--- src/rtl/iob_ram_arbiter_pkg.sv ---
// iob_ram_arbiter_pkg: shared constants and types for the IOb RAM arbiter
package iob_ram_arbiter_pkg;
  localparam int POLICY_RR    = 0;
  localparam int POLICY_FIXED = 1;
  localparam int WORD_LSB     = 2;
  typedef enum logic {IDLE = 1'b0, RESP = 1'b1} state_t;
endpackage

--- src/rtl/iob_ram_arb_sel.sv ---
// iob_ram_arb_sel: combinational winner selection between the two masters
module iob_ram_arb_sel
  import iob_ram_arbiter_pkg::*;
#(
  parameter int MAX_CONSEC = 4,
  parameter int CNT_W      = 3
) (
  input  logic [1:0]       eligible,
  input  logic             last,
  input  logic [CNT_W-1:0] cnt,
  input  logic             policy,
  output logic             winner,
  output logic             any
);
  // a lone requester always wins; a tie goes by rotation or by priority with the starvation cap
  always_comb begin
    any    = |eligible;
    winner = &eligible ? (policy ? cnt == CNT_W'(MAX_CONSEC) : ~last) : eligible[1];
  end
endmodule

--- src/rtl/iob_ram_arbiter.sv ---
// iob_ram_arbiter: shares one single-port byte-enabled RAM between two IOb masters
module iob_ram_arbiter
  import iob_ram_arbiter_pkg::*;
#(
  parameter int ADDR_W     = 32,
  parameter int DATA_W     = 32,
  parameter int RAM_ADDR_W = 13,
  parameter int POLICY     = 0,
  parameter int MAX_CONSEC = 4
) (
  input  logic                  clk_i,
  input  logic                  arst_n_i,
  input  logic                  m0_valid_i,
  input  logic [ADDR_W-1:0]     m0_addr_i,
  input  logic [DATA_W-1:0]     m0_wdata_i,
  input  logic [DATA_W/8-1:0]   m0_wstrb_i,
  output logic [DATA_W-1:0]     m0_rdata_o,
  output logic                  m0_ready_o,
  input  logic                  m1_valid_i,
  input  logic [ADDR_W-1:0]     m1_addr_i,
  input  logic [DATA_W-1:0]     m1_wdata_i,
  input  logic [DATA_W/8-1:0]   m1_wstrb_i,
  output logic [DATA_W-1:0]     m1_rdata_o,
  output logic                  m1_ready_o,
  output logic                  ram_en_o,
  output logic [RAM_ADDR_W-3:0] ram_addr_o,
  output logic [DATA_W/8-1:0]   ram_we_o,
  output logic [DATA_W-1:0]     ram_din_o,
  input  logic [DATA_W-1:0]     ram_dout_i,
  output logic                  grant_o,
  output logic                  busy_o
);
  localparam int CNT_W = $clog2(MAX_CONSEC + 1);
  state_t           state, state_nxt;
  logic             grant, winner, any;
  logic [1:0]       eligible;
  logic [CNT_W-1:0] cnt, cnt_nxt;
  logic             unused_addr;
  assign unused_addr = ^{m0_addr_i[ADDR_W-1:RAM_ADDR_W], m0_addr_i[WORD_LSB-1:0],
                         m1_addr_i[ADDR_W-1:RAM_ADDR_W], m1_addr_i[WORD_LSB-1:0]};
  // the master being answered has a stale valid this cycle, so it sits out
  assign eligible   = {m1_valid_i & ~(state == RESP & grant), m0_valid_i & ~(state == RESP & ~grant)};
  assign m0_ready_o = state == RESP & ~grant;
  assign m1_ready_o = state == RESP & grant;
  assign m0_rdata_o = ram_dout_i;
  assign m1_rdata_o = ram_dout_i;
  assign grant_o    = grant;
  assign busy_o     = state == RESP;
  iob_ram_arb_sel #(.MAX_CONSEC(MAX_CONSEC), .CNT_W(CNT_W)) u_sel (
    .eligible(eligible),
    .last    (grant),
    .cnt     (cnt),
    .policy  (1'(POLICY == POLICY_FIXED)),
    .winner  (winner),
    .any     (any)
  );
  // issue the winner straight onto the RAM port and track the master-0 streak
  always_comb begin
    state_nxt  = any ? RESP : IDLE;
    ram_en_o   = any;
    ram_addr_o = winner ? m1_addr_i[RAM_ADDR_W-1:WORD_LSB] : m0_addr_i[RAM_ADDR_W-1:WORD_LSB];
    ram_we_o   = !any ? '0 : winner ? m1_wstrb_i : m0_wstrb_i;
    ram_din_o  = winner ? m1_wdata_i : m0_wdata_i;
    cnt_nxt    = (!m1_valid_i || (any && winner)) ? '0 :
                 (any && cnt != CNT_W'(MAX_CONSEC)) ? cnt + CNT_W'(1) : cnt;
  end
  // state, last grant and streak counter; grant resets to 1 so master 0 wins the first tie
  always_ff @(posedge clk_i or negedge arst_n_i) begin
    if (!arst_n_i) begin
      state <= IDLE;
      grant <= 1'b1;
      cnt   <= '0;
    end else begin
      state <= state_nxt;
      cnt   <= cnt_nxt;
      if (any) grant <= winner;
    end
  end
endmodule

--- config.mk ---
export PLATFORM = sky130hd
export DESIGN_NAME = iob_ram_arbiter
export DESIGN_NICKNAME = d
export VERILOG_FILES = /design/src/rtl/iob_ram_arbiter_pkg.sv /design/src/rtl/iob_ram_arb_sel.sv /design/src/rtl/iob_ram_arbiter.sv
export SDC_FILE = /design/constraint.sdc
export NUM_CORES = 1
export LEC_CHECK = 0
export ABC_AREA = 1
export CORE_AREA = 2 2 113 115
export CTS_CLUSTER_SIZE = 12
export DETAILED_ROUTE_END_ITERATION = 7
export DIE_AREA = 0 0 115 117
export PLACE_DENSITY_LB_ADDON = 0.08
export SLEW_MARGIN = 25
export SYNTH_ARGS = -nofsm -noshare
export SYNTH_HDL_FRONTEND = slang
export SYNTH_SLANG_ARGS = --single-unit
export TNS_END_PERCENT = 20
--- constraint.sdc ---
create_clock -name clk_i -period 1.8 [get_ports clk_i]
set_clock_uncertainty 0.05 [all_clocks]
set_input_delay 0.18 -clock clk_i [delete_from_list [all_inputs] [get_ports clk_i]]
set_output_delay 0.18 -clock clk_i [all_outputs]
set_load 0.01 [all_outputs]
==> impl_metrics.toml, run 1 <==
[placed_design]
gp_congestion = 0.6862
pre_cts_slack_ns = -0.3157
port-buffer-count = 149
hpwl_um = 4281
place_area_um2 = 2442

[synthesis]
muxShareOfSynthArea_pct = 0
synth-simple-area-share_pct = 47.34
synth_warnings = 0
synth-xor-area-share_pct = 0
synth-compound-area-share_pct = 0.4180
syn_nets = 401
netlist_area_um2 = 1197
yosysTopAreaCell = "nand2_1"
ys_seq_area_share_pct = 4.284
ys_types = 11
netlist_top_cells_area = "nand2_1 45%, buf_4 43%, buf_6 2.8%"
synthCells = 229
ys_seq_elements = 2
synth_top_family_by_area = "buffers and inverters"
yosysTopAreaCellShare_pct = 44.83
synth-adder-area-share_pct = 0
syn_area_per_cell_um2 = 5.229

[global_routing]
grt_overflow = 0
grt_max_degree = 13
grtUsageTotal_pct = 7.705
antenna_found_initial = 0
grt_pass1_vias = 1516
grt_pass1_wl_um = 7928

[run_status]
status = "finished, final reports clean"

[worst_setup_path]
critPathLaunchType = "flip-flop"
reg2reg_to = "grant_o"
critPathCapture = "m0_ready_o"
r2r-start = "grant_o"
ff2ff_path_depth = 6
cp.arrival_ns = 1.52
crit_start = "grant_o"
path_class = "reg2out"
r2r_slack_ns = 0.47
critPathRequiredTime_ns = 1.57
cp_max_fo = 4
cp-end-kind = "primary output"

[clock_tree]
cts_root_buf = "clkbuf_16"
cts_made_buffers = 3
clockBufferDepth = 2
clock_latency_ns = 0.22
cts_hold_buf = 0
path_clk_slew_ns = 0.03
tritoncts = "done"
cts.sinks = 2
h-tree-depth = 1

[route]
avgRoutedWirePerCell_um = 12.28
routed_wl_um = 5843
routed_via_density = 3.307
drt-pass1-iter-count = 2
drcViolationCount = 0
first_iter_violations = 14
ant_nets = 0
vias = 1574

[floorplan]
die_area_um2 = 13460
rows = 41
ios = 288
die_x_um = 115
core_area_um2 = 12310
die_h_um = 117
initial_core_util_pct = 9.726

[power_and_ir_drop]
swShare_pct = 41.07
clock_power_share_pct = 15.5
powerDensity_nw_per_um2 = 880.4
p_leak_nw = 1.278
seq_power_share_pct = 4.1
power.internal_w = 0.001298
vdd_drop_max_mv = 0.2976
switchingPower_w = 0.0009048
combPwrFrac_pct = 80.3

[sta]
relSlewSlack_pct = 88.28
worst_slew_pin_slew_ns = 0.1752
setup_viol = 0
period_needed_ns = 1.748
setup_slack_ns = 0.05237
fmax_mhz = 572.2
final.setup.tns_ns = 0
drv_slew = 0
rsz0062_at_grt = "yes"
holdWs_ns = 0.07314
min_period_over_period_pct = 97.09
hold_viol_final = 0

[cells_and_area]
layout-drive-gt1-share_pct = 25.46
diodes = 0
nNetsFinal = 499
areaGrowthSynthToFinish_pct = 109.0
final_area_um2 = 2502

[flow_run]
drv_cap = 0

[min_path]
holdCritPathClass = "in2async"
metrics by stage:
| stage | instances | util (%) | total power, W |
|---|---|---|---|
| 2_1_floorplan | 229 | - | 0.0009125 |
| 3_3_place_gp | 464 | 19.84 | 0.001877 |
| 3_5_place_dp | 464 | 19.84 | 0.001852 |
| 4_1_cts | 478 | 20.51 | 0.002325 |
| 5_1_grt | 476 | 20.33 | 0.002400 |
| 6_report | 476 | 20.33 | 0.002203 |
repair_timing:
action,CTS,global route
pin swaps,2,1
gates cloned,5,0
setup endpoints to repair,48,39
setup buffers,5,0
gates resized for setup,207,10
metal layers:
metal	up-vias	global-route usage, %	share of wire, %
met5	-	0	0
met4	0	3.133	3.1
met3	26	1.854	11
met2	87	16.24	55
met1	648	6.892	31
li1	813	-	-
worst max-delay path, stage by stage (launching register included):
cell and delay (ns):
dfstp_2 0.56, inv_1 0.07, nand2_1 0.08, buf_4 0.11, inv_1 0.03, clkdlybuf4s50_1 0.46
cells in the mapped netlist:
library cell,instances
nand2_1,143
buf_4,68
nand3_1,4
buf_2,3
buf_6,3
inv_1,3
dfrtp_1,1
dfstp_2,1
inv_2,1
nand3_2,1
o21ai_0,1
power by group through the flow:
stage | sequential [W] | combinational (W) | clock [W]
after floorplan | 0.0000936 | 0.000819 | 0
after detailed placement | 0.0000866 | 0.00177 | 0
after global routing | 0.0000940 | 0.00195 | 0.000357
final | 0.0000908 | 0.00177 | 0.000343
after CTS | 0.0000913 | 0.00189 | 0.000348
after global placement | 0.0000868 | 0.00179 | 0
how the worst min path moves through the flow:
stage               cells past startpoint  startpoint     end
floorplan                               0    arst_n_i  busy_o
global placement                        1    arst_n_i  busy_o
detailed placement                      1    arst_n_i  busy_o
CTS                                     1    arst_n_i  busy_o
global route                            1    arst_n_i  busy_o
finish                                  1    arst_n_i  busy_o
registers in the layout (all words and copies together) (netlist names):
| signal | cells |
|---|---|
| busy_o | 1 |
| grant_o | 1 |
area by class of cell:
cell class	count	area, um2
Clock buffer	4	78.83
Timing Repair Buffer	167	1550
Multi-Input combinational cell	149	611.8
Inverter	4	22.52
Fill cell	1420	9809
Sequential cell	2	51.30
Tap cell	150	187.7
kinds of logic after synthesis:
group,after synthesis
flip-flops,2
buffers and inverters,78
AND/OR/NAND/NOR,148
AO/OA/AOI/OAI,1
layout by cell type (no fill, tap or decap):
cell / instances
clkdlybuf4s50_1: 100
nand2_1: 132
buf_2: 45
inv_1: 3
nand3_1: 4
buf_12: 6
buf_4: 7
inv_8: 1
nand3_4: 1
nand2_2: 10
clkbuf_16: 3
buf_16: 3
o21ai_0: 1
dfrtp_1: 1
buf_6: 5
nand2_4: 1
dfstp_2: 1
clkbuf_1: 1
dlymetal6s2s_1: 1
Note: power is estimated with default switching activity, not from simulation.
==> run 2, diff against run 1 <==
--- a/config.mk
+++ b/config.mk
@@ -5,11 +5,13 @@
 export SDC_FILE = /design/constraint.sdc
 export NUM_CORES = 1
 export LEC_CHECK = 0
-export ABC_AREA = 1
-export CORE_AREA = 2 2 113 115
+export ABC_AREA = 0
+export CELL_PAD_IN_SITES_DETAIL_PLACEMENT = 0
+export CELL_PAD_IN_SITES_GLOBAL_PLACEMENT = 1
+export CORE_MARGIN = 2
+export CORE_UTILIZATION = 11
 export CTS_CLUSTER_SIZE = 12
 export DETAILED_ROUTE_END_ITERATION = 7
-export DIE_AREA = 0 0 115 117
 export PLACE_DENSITY_LB_ADDON = 0.08
 export SLEW_MARGIN = 25
 export SYNTH_ARGS = -nofsm -noshare
==> impl_metrics.toml, run 2 <==
[run_status]
status = "finished with violations"
violations = "setup timing"

[global_routing]
antenna_found_initial = 0
grt_overflow = 0
grtUsageTotal_pct = 8.770
grt_max_degree = 15
grt_pass1_wl_um = 9252
grt_pass1_vias = 1427

[synthesis]
yosys_most_used_dff = "dfstp_2"
netlist_top_cells_area = "mux2_4 42%, buf_4 34%, buf_12 5.6%"
ys_types = 19
yosysTopAreaCell = "mux2_4"
syn_nets = 318
yosysTopAreaCellShare_pct = 41.99
ys_seq_area_share_pct = 3.587
synth_common_cells = "64 x buf_4, 40 x mux2_4, 12 x nand3_1, 5 x a21o_1"
postSynth.asyncResetShare_pct = 100.0
synth_warnings = 0
syn_area_per_cell_um2 = 9.795
netlist_area_um2 = 1430
synth_edf_count = 0
ys_seq_elements = 2
yosysMostFrequentCell = "buf_4"
synthCells = 146

[cells_and_area]
regArea_um2 = 51.30
layout_commonest_cell = "clkdlybuf4s50_1"
diodes = 0
final_cell_mix = "99 x clkdlybuf4s50_1, 40 x mux2_4, 38 x buf_6"
n_fill_cell = 1419
postLayoutCoreUtil_pct = 22.59
layout-drive-gt1-share_pct = 44.26
multi_input_area_um2 = 807.0
nNetsFinal = 417
areaGrowthSynthToFinish_pct = 100.2

[min_path]
holdCritPathClass = "in2async"

[floorplan]
die_area_um2 = 13930
die_h_um = 118.0
die_x_um = 118.0
ios = 288
initial_core_util_pct = 11.29
rows = 41
core_area_um2 = 12670

[clock_tree]
cts_root_buf = "clkbuf_16"
tritoncts = "done"
cts_hold_buf = 0
path_clk_slew_ns = 0.03
cts.sinks = 2
clock_latency_ns = 0.22
cts_made_buffers = 3
h-tree-depth = 1
clockBufferDepth = 2
postCtsSetupRepairBufs = 0

[sta]
setup_viol = 43
hold_viol_final = 0
drv_slew = 0
holdWs_ns = 0.07566
min_period_over_period_pct = 110.8
rsz0062_at_grt = "yes"
setup_slack_ns = -0.1949
worst_slew_pin_slew_ns = 0.2451
fmax_mhz = 501.3
relSlewSlack_pct = 83.66
period_needed_ns = 1.995

[worst_setup_path]
critPathLaunchType = "flip-flop"
ff2ff_path_depth = 5
critical_path.top_delay_family = "flip-flops"
path_buf_inv = 2
r2r-start = "grant_o"
cp.arrival_ns = 1.76
reg2reg_to = "busy_o"
cp-end-kind = "primary output"
crit_path_cell_trace = "or2_4 > a21o_4 > buf_12 > mux2_4 > buf_2"
critPathRequiredTime_ns = 1.57
cpPeakStageDelay_ns = 0.39
path_class = "reg2out"
crit_cells = 5
r2r_slack_ns = 0.57
slowest_stage = "dfrtp_1"
cp_max_fo = 7

[route]
routed_via_density = 3.233
first_iter_violations = 11
drt-pass1-iter-count = 2
drcViolationCount = 0
routed_wl_um = 6366
ant_nets = 0
avgRoutedWirePerCell_um = 15.30
vias = 1345

[placed_design]
pre_cts_slack_ns = -0.5888
hpwl_um = 5266
port-buffer-count = 149
gp_congestion = 0.6917

[power_and_ir_drop]
powerDensity_nw_per_um2 = 493.1
total_power_w = 0.001412
vdd_drop_max_mv = 0.2988
p_leak_nw = 1.279

[flow_run]
drv_cap = 0
## run 2: cell count changes after synthesis, moves of 4 or more
cell	change
nand2_1	-139
nand3_1	+8
mux2_4	+40
buf_4	-4
a21o_1	+5
buf_12	+4
## run 2: cells by family after synthesis
logic type | count (synthesis) | synth area share, %
AO/OA/AOI/OAI | 8 | 3.675
AND/OR/NAND/NOR | 22 | 7.874
buffers and inverters | 71 | 40.51
flip-flops | 2 | 3.587
multiplexers | 43 | 44.36
## run 2: worst max path at each step
stage                    endpoint        from  slack (ns)
global route        ram_din_o[14]      busy_o       -0.27
floorplan           ram_addr_o[1]      busy_o        0.09
global placement    ram_din_o[14]  m0_valid_i       -0.60
finish              ram_din_o[14]      busy_o       -0.19
detailed placement  ram_din_o[14]  m0_valid_i       -0.59
CTS                 ram_din_o[14]      busy_o       -0.24
## run 2: stage by stage
step | cell area (um2) | cells | setup TNS (ns)
global route | 2863 | 416 | -10.39
detailed placement | 2665 | 409 | -24.16
floorplan | 1430 | 146 | 0
finish | 2863 | 416 | -7.561
global placement | 2665 | 409 | -24.93
CTS | 2818 | 416 | -9.239
## run 2: layout make-up
class | count | share of cell area, %
clock buffer | 4 | 2.753
inverter | 1 | 0.1311
multi-input combinational | 73 | 28.19
sequential | 2 | 1.792
tap | 172 | 7.517
timing repair buffer | 164 | 59.62
## run 2: timing repair
item | in CTS | in global routing
setup endpoints to repair | 49 | 48
hold endpoints to repair | 0 | 0
gates resized for setup | 226 | 19
cloned | 3 | 0
pin swaps | 2 | 0
## run 2: layer usage
metal | GRT usage, % | up-vias | wire length, um
met5 | 0 | - | 0
met4 | 4.142 | 0 | 231
met3 | 4.070 | 41 | 785
met2 | 14.24 | 106 | 2893
met1 | 9.692 | 568 | 2455
li1 | - | 630 | -
## run 2: power by group
| group | total (W) | leakage [nW] | internal (W) | switching, W |
|---|---|---|---|---|
| logic | 0.00100 | 1.22 | 0.000668 | 0.000334 |
| clock network | 0.000348 | 0.0382 | 0.000292 | 0.0000558 |
| registers | 0.0000617 | 0.0218 | 0.0000547 | 0.00000706 |
| total | 0.00141 | 1.28 | 0.00101 | 0.000397 |
